### config.mk
export PLATFORM = sky130hd
export DESIGN_NAME = matmul_seq_ctrl_flat
export DESIGN_NICKNAME = d
export VERILOG_FILES = /design/src/rtl/matmul_seq_ctrl_if.sv /design/src/rtl/matmul_seq_ctrl.sv /design/src/flat_wrapper.sv
export SDC_FILE = /design/constraint.sdc
export NUM_CORES = 1
export LEC_CHECK = 0
export BUFFER_PORTS_ARGS = -buffer_cell sky130_fd_sc_hd__buf_2
export CORE_ASPECT_RATIO = 1.25
export CORE_UTILIZATION = 50
export DETAILED_ROUTE_END_ITERATION = 7
export PLACE_DENSITY = 0.8
export SLEW_MARGIN = 20
export SYNTH_ARGS = -nofsm -noshare
export SYNTH_HDL_FRONTEND = slang
export SYNTH_SLANG_ARGS = --single-unit
### constraint.sdc
create_clock -name clk -period 3.8 [get_ports clk]
set_clock_uncertainty 0.2 [all_clocks]
set_input_delay 0.38 -clock clk [delete_from_list [all_inputs] [get_ports clk]]
set_output_delay 0.38 -clock clk [all_outputs]
set_load 0.005 [all_outputs]
### src/rtl/matmul_seq_ctrl_if.sv
// Host-side streaming port of the matrix-multiply sequencer.
// Operand beats flow in on in_*, result elements flow out on out_*.
// The master is the host, the slave is the sequencer.
interface matmul_seq_ctrl_if #(
  parameter int DWIDTH = 16
);
  logic              in_valid;
  logic [DWIDTH-1:0] in_data;
  logic              in_ready;
  logic              out_valid;
  logic [DWIDTH-1:0] out_data;
  logic              out_ready;

  modport master (
    output in_valid, in_data, out_ready,
    input  in_ready, out_valid, out_data
  );

  modport slave (
    input  in_valid, in_data, out_ready,
    output in_ready, out_valid, out_data
  );
endinterface

### src/rtl/matmul_seq_ctrl.sv
// Sequencer for the 3x3 matrix-multiply datapath: loads A then B, runs a fixed compute window, drains C.
// Latency: operand write one cycle after acceptance; one result per READ_LAT+2 cycles at best.
// Backpressure: in_ready only in IDLE/LOAD states; result held in RD_HOLD until out_ready.
module matmul_seq_ctrl #(
  parameter int DWIDTH         = 16,
  parameter int AWIDTH         = 4,
  parameter int NELEM          = 9,
  parameter int COMPUTE_CYCLES = 24,
  parameter int READ_LAT       = 1
) (
  input  logic                 clk,
  input  logic                 reset,
  matmul_seq_ctrl_if.slave     host,
  output logic                 busy,
  output logic                 done,
  output logic                 mm_we1,
  output logic                 mm_we2,
  output logic                 mm_start,
  output logic [AWIDTH-1:0]    mm_addr,
  output logic [DWIDTH-1:0]    mm_data,
  output logic [AWIDTH-1:0]    mm_res_addr,
  input  logic [DWIDTH-1:0]    mm_res_data
);

  localparam int CW = $clog2(COMPUTE_CYCLES + 1);
  localparam int LW = (READ_LAT > 1) ? $clog2(READ_LAT) : 1;
  localparam logic [AWIDTH-1:0] LAST_IDX = AWIDTH'(NELEM - 1);
  localparam logic [CW-1:0]     CMP_LAST = CW'(COMPUTE_CYCLES);
  localparam logic [LW-1:0]     LAT_LAST = LW'(READ_LAT - 1);

  typedef enum logic [2:0] {
    S_IDLE, S_LOAD_A, S_LOAD_B, S_COMPUTE, S_RD_ISSUE, S_RD_WAIT, S_RD_HOLD, S_DONE
  } state_t;

  state_t              state_q, state_d;
  logic [AWIDTH-1:0]   elem_cnt_q, elem_cnt_d;
  logic [AWIDTH-1:0]   rd_cnt_q, rd_cnt_d;
  logic [CW-1:0]       cmp_cnt_q, cmp_cnt_d;
  logic [LW-1:0]       lat_cnt_q, lat_cnt_d;
  logic                we1_q, we1_d;
  logic                we2_q, we2_d;
  logic                start_q, start_d;
  logic [AWIDTH-1:0]   addr_q, addr_d;
  logic [DWIDTH-1:0]   data_q, data_d;
  logic                out_valid_q, out_valid_d;
  logic [DWIDTH-1:0]   out_data_q, out_data_d;
  logic                in_rdy;
  logic                accept;

  assign in_rdy        = (state_q == S_IDLE) || (state_q == S_LOAD_A) || (state_q == S_LOAD_B);
  assign accept        = host.in_valid && in_rdy;
  assign host.in_ready = in_rdy;
  assign host.out_valid = out_valid_q;
  assign host.out_data  = out_data_q;
  assign mm_we1      = we1_q;
  assign mm_we2      = we2_q;
  assign mm_start    = start_q;
  assign mm_addr     = addr_q;
  assign mm_data     = data_q;
  // The result address is the read counter itself; it stays stable through issue, wait and hold.
  assign mm_res_addr = rd_cnt_q;

  // Next-state, counter and registered-output logic for the job sequence.
  always_comb begin
    state_d     = state_q;
    elem_cnt_d  = elem_cnt_q;
    rd_cnt_d    = rd_cnt_q;
    cmp_cnt_d   = cmp_cnt_q;
    lat_cnt_d   = lat_cnt_q;
    we1_d       = 1'b0;
    we2_d       = 1'b0;
    start_d     = 1'b0;
    addr_d      = addr_q;
    data_d      = data_q;
    out_valid_d = out_valid_q;
    out_data_d  = out_data_q;
    busy        = 1'b1;
    done        = 1'b0;

    case (state_q)
      S_IDLE: begin
        busy = 1'b0;
        if (accept) begin
          we1_d      = 1'b1;
          addr_d     = '0;
          data_d     = host.in_data;
          elem_cnt_d = AWIDTH'(1);
          state_d    = S_LOAD_A;
        end
      end
      S_LOAD_A: begin
        if (accept) begin
          we1_d  = 1'b1;
          addr_d = elem_cnt_q;
          data_d = host.in_data;
          if (elem_cnt_q == LAST_IDX) begin
            elem_cnt_d = '0;
            state_d    = S_LOAD_B;
          end else begin
            elem_cnt_d = elem_cnt_q + AWIDTH'(1);
          end
        end
      end
      S_LOAD_B: begin
        if (accept) begin
          we2_d  = 1'b1;
          addr_d = elem_cnt_q;
          data_d = host.in_data;
          if (elem_cnt_q == LAST_IDX) begin
            elem_cnt_d = '0;
            cmp_cnt_d  = '0;
            state_d    = S_COMPUTE;
          end else begin
            elem_cnt_d = elem_cnt_q + AWIDTH'(1);
          end
        end
      end
      S_COMPUTE: begin
        // First COMPUTE cycle carries the final B write, so start lags state entry by one.
        if (cmp_cnt_q == CMP_LAST) begin
          cmp_cnt_d = '0;
          rd_cnt_d  = '0;
          state_d   = S_RD_ISSUE;
        end else begin
          start_d   = 1'b1;
          cmp_cnt_d = cmp_cnt_q + CW'(1);
          if (cmp_cnt_q == '0) begin
            addr_d = '0;
          end
        end
      end
      S_RD_ISSUE: begin
        lat_cnt_d = '0;
        state_d   = S_RD_WAIT;
      end
      S_RD_WAIT: begin
        if (lat_cnt_q == LAT_LAST) begin
          out_data_d  = mm_res_data;
          out_valid_d = 1'b1;
          state_d     = S_RD_HOLD;
        end else begin
          lat_cnt_d = lat_cnt_q + LW'(1);
        end
      end
      S_RD_HOLD: begin
        if (out_valid_q && host.out_ready) begin
          out_valid_d = 1'b0;
          if (rd_cnt_q == LAST_IDX) begin
            state_d = S_DONE;
          end else begin
            rd_cnt_d = rd_cnt_q + AWIDTH'(1);
            state_d  = S_RD_ISSUE;
          end
        end
      end
      S_DONE: begin
        done    = 1'b1;
        state_d = S_IDLE;
      end
      default: state_d = S_IDLE;
    endcase
  end

  // State and output registers; reset aborts any job in flight.
  always_ff @(posedge clk) begin
    if (reset) begin
      state_q     <= S_IDLE;
      elem_cnt_q  <= '0;
      rd_cnt_q    <= '0;
      cmp_cnt_q   <= '0;
      lat_cnt_q   <= '0;
      we1_q       <= 1'b0;
      we2_q       <= 1'b0;
      start_q     <= 1'b0;
      addr_q      <= '0;
      data_q      <= '0;
      out_valid_q <= 1'b0;
      out_data_q  <= '0;
    end else begin
      state_q     <= state_d;
      elem_cnt_q  <= elem_cnt_d;
      rd_cnt_q    <= rd_cnt_d;
      cmp_cnt_q   <= cmp_cnt_d;
      lat_cnt_q   <= lat_cnt_d;
      we1_q       <= we1_d;
      we2_q       <= we2_d;
      start_q     <= start_d;
      addr_q      <= addr_d;
      data_q      <= data_d;
      out_valid_q <= out_valid_d;
      out_data_q  <= out_data_d;
    end
  end

endmodule
### src/flat_wrapper.sv
// flat-port wrapper written by rule: the top's interface ports become plain ports
module matmul_seq_ctrl_flat 
#(
  parameter int DWIDTH         = 16,
  parameter int AWIDTH         = 4,
  parameter int NELEM          = 9,
  parameter int COMPUTE_CYCLES = 24,
  parameter int READ_LAT       = 1
)
  (clk, reset, busy, done, mm_we1, mm_we2, mm_start, mm_addr, mm_data, mm_res_addr, mm_res_data, host_in_valid, host_in_data, host_out_ready, host_in_ready, host_out_valid, host_out_data);
  matmul_seq_ctrl_if #(.DWIDTH(DWIDTH)) host_i ();
  input  logic clk;
  input  logic reset;
  output logic busy;
  output logic done;
  output logic mm_we1;
  output logic mm_we2;
  output logic mm_start;
  output logic [AWIDTH-1:0] mm_addr;
  output logic [DWIDTH-1:0] mm_data;
  output logic [AWIDTH-1:0] mm_res_addr;
  input  logic [DWIDTH-1:0] mm_res_data;
  input wire logic [$bits(host_i.in_valid)-1:0] host_in_valid;
  input wire logic [$bits(host_i.in_data)-1:0] host_in_data;
  input wire logic [$bits(host_i.out_ready)-1:0] host_out_ready;
  output wire logic [$bits(host_i.in_ready)-1:0] host_in_ready;
  output wire logic [$bits(host_i.out_valid)-1:0] host_out_valid;
  output wire logic [$bits(host_i.out_data)-1:0] host_out_data;
  assign host_i.in_valid = host_in_valid;
  assign host_i.in_data = host_in_data;
  assign host_i.out_ready = host_out_ready;
  assign host_in_ready = host_i.in_ready;
  assign host_out_valid = host_i.out_valid;
  assign host_out_data = host_i.out_data;
  matmul_seq_ctrl #(.DWIDTH(DWIDTH), .AWIDTH(AWIDTH), .NELEM(NELEM), .COMPUTE_CYCLES(COMPUTE_CYCLES), .READ_LAT(READ_LAT)) u_core (.clk(clk), .reset(reset), .host(host_i), .busy(busy), .done(done), .mm_we1(mm_we1), .mm_we2(mm_we2), .mm_start(mm_start), .mm_addr(mm_addr), .mm_data(mm_data), .mm_res_addr(mm_res_addr), .mm_res_data(mm_res_data));
endmodule
==> results.ini <==
[critical_path]
crit_path_end_kind=register
path_max_fanout=22
start_kind=register
path_class=reg2reg
worstPathArrival_ns=2.36
crit_chain=a21oi_2 > nand2_1 > or4_1 > a21oi_1
worst_path_largest_cell_delay_ns=0.63
path_delay_family=simple AND/OR/NAND/NOR gates
worst-path-buf-inv=0
slowest_stage=or4_1
required_ns=3.84

[grt]
grt_max_degree=49
grt_pass1_wl_um=8620
grt.total_usage_pct=21.6
grt_pass1_vias=1961
grt_overflow=0
antenna_found_initial=0

[finish]
nets=399
layout-drive-gt1-share_pct=26.5
area_delta_synth_final_pct=21.4
finalInstanceArea_um2=2840
n_fill_cell=453
num_antenna_cells=0

[sta]
finalSetupTns_ns=0
finalCritPeriodShare_pct=61.0
worst_pin_slew_ns=0.852
slew_violations=0
setup_viol=0
period_needed_ns=2.32
setup_slack_ns=1.48
fmax_mhz=431
relSlewSlack_pct=43.2
hold_viol_final=0
rsz0062_at_grt=false

[place]
place_congestion=0.796
post-place-ws_ns=1.49
placed_area_um2=2750
place_hpwl_um=3620
io_buffers=82

[logic_synthesis]
synth_fp_nets=327
yosys.area_share.simple_pct=24.0
synthDistinctLibCells=40
synth_edf_count=0
ys_async_sr_fraction_pct=0
yosys_warnings=0
yosys_most_used_dff=dfxtp_1
syn-cell-area_um2=2340
ys_seq_area_share_pct=48.0
muxShareOfSynthArea_pct=0.482
synth-xor-area-share_pct=1.12
synth_seq_cells=56
synth_compound_area_share_pct=18.5
syn_inst=285
avgSynthCellArea_um2=8.20
synth_top_family_by_area=simple AND/OR/NAND/NOR gates
yosys.area_share.adder_pct=3.21

[power]
power_uw=1070
power_density_nw_per_um2=378
p_leak_uw=0.00123
irDropWorstVdd_uv=233

[run]
drv_cap=0

[drt]
wire_per_inst_um=12.4
antenna_left=0
via_count=2133
via_per_inst=5.13
routed_wirelength_um=5170
dr.pass1.iters=4
drc=0
drt_iter0_markers=83

[floorplanning]
io_pins=83
rows=27
die_h_um=78.4
die-width_um=63.2
core_um2=4460
initial_core_util_pct=52.4
die_area_um2=4950

[clock_tree]
cts_resized=0
post_cts_buffers=0
clock_latency_ns=0.31
cts_buffer_depth=2
numCtsBuffers=5
cts_tree=yes
cts-hold-fix-buffers=0
htree_num_levels=2
cts_sinks=56
cts.clk_slew.worst_paths_ns=0.10
clockRootBuffer=clkbuf_8

[run_status]
status=finished clean

[worst_hold_path]
hp-class=in2reg

==> per-layer routing <==
metal	global-route usage (%)	vias to the layer above	routed length [µm]
met5	0	-	0
li1	-	1120	-
met3	3.63	7	153
met4	7.91	0	85
met2	41.0	45	2810
met1	23.7	961	2120
==> placed cells by master, fill, tap and decap left out, drive strengths merged, types with 3 or more instances in the layout <==
master  instances
inv            10
or3             6
ha              6
buf            82
o21ai           8
dfxtp          56
xnor2           3
clkinv          3
nor2b           3
clkbuf          5
nand2          75
nor3            3
nand3b          7
nor2            6
nand3           4
and2            3
a21oi          49
==> Yosys cell counts (all sizes together) (3+ instances only) <==
cell type	number	area, µm²
a21oi	49	249
and2	3	18.8
buf	5	25.0
clkbuf	12	46.3
dfxtp	56	1120
ha	6	75.1
inv	10	37.5
nand2	75	282
nand3	4	20.0
nand3b	7	52.6
nor2	6	22.5
nor2b	3	18.8
nor3	3	15.0
o21ai	8	40.0
or3	6	37.5
xnor2	3	26.3
==> registers in the layout, summed over array words and instances, names as in the netlist <==
register and cells:
u_core.mm_data 16, u_core.mm_we2 1, u_core.host.out_valid 1, u_core.host.out_data 16, u_core.mm_we1 1, u_core.state_q 3
u_core.mm_res_addr 4, u_core.mm_start 1, u_core.cmp_cnt_q 5, u_core.mm_addr 4, u_core.elem_cnt_q 4
==> tightest hold or removal path: stages <==
cell and delay (ns):
buf_2 0.09, nand2_1 0.04, a21oi_1 0.05
==> logic make-up (layout without fill, tap and decap cells) <==
kind of cell               after synthesis  in the layout
and+or+nand+nor                        119            119
AOI/OAI and AO/OA                       73             73
DFF                                     56             56
buffers and inverters                   27            100
adders and majority gates                6              6
xor gates and xnor gates                 3              3
muxes                                    1              1
==> final timing paths <==
check | start | slack, ns | to | depth (start not counted)
setup reg to reg | u_core.state_q[0]$_SDFFE_PP0P_ | 1.48 | u_core.elem_cnt_q[3]$_SDFFE_PP0P_ | 4
setup / recovery | u_core.state_q[0]$_SDFFE_PP0P_ | 1.48 | u_core.elem_cnt_q[3]$_SDFFE_PP0P_ | 4
hold reg to reg | u_core.mm_data[14]$_SDFFE_PP0P_ | 0.25 | u_core.mm_data[14]$_SDFFE_PP0P_ | 2
hold / removal | host_in_data[5] | 0.09 | u_core.mm_data[5]$_SDFFE_PP0P_ | 3
==> power by group <==
part	internal, µW	leakage (µW)	switching, µW
registers	605	0.000455	24.0
clock network	129	0.0000479	191
logic	53.9	0.000727	69.2
total	788	0.00123	284
==> through the flow <==
stage / hold slack [ns] / util [%] / std cells
finish: 0.0940 / 63.6 / 416
detailed placement: 0.243 / 61.6 / 408
global route: 0.0855 / 63.6 / 416
global placement: 0.240 / 61.6 / 408
floorplan: 0.248 / - / 285
CTS: 0.0913 / 63.6 / 416
==> cell type report <==
class                           count  area, µm²  area share (%)
Tap cell                           58       72.6            2.56
Clock inverter                      3       18.8           0.662
Inverter                           10       37.5            1.32
Sequential cell                    56       1120            39.5
Timing Repair Buffer               82        410            14.5
Multi-Input combinational cell    202       1110            39.0
Clock buffer                        5       68.8            2.43
Power figures use the tool's default switching activity.
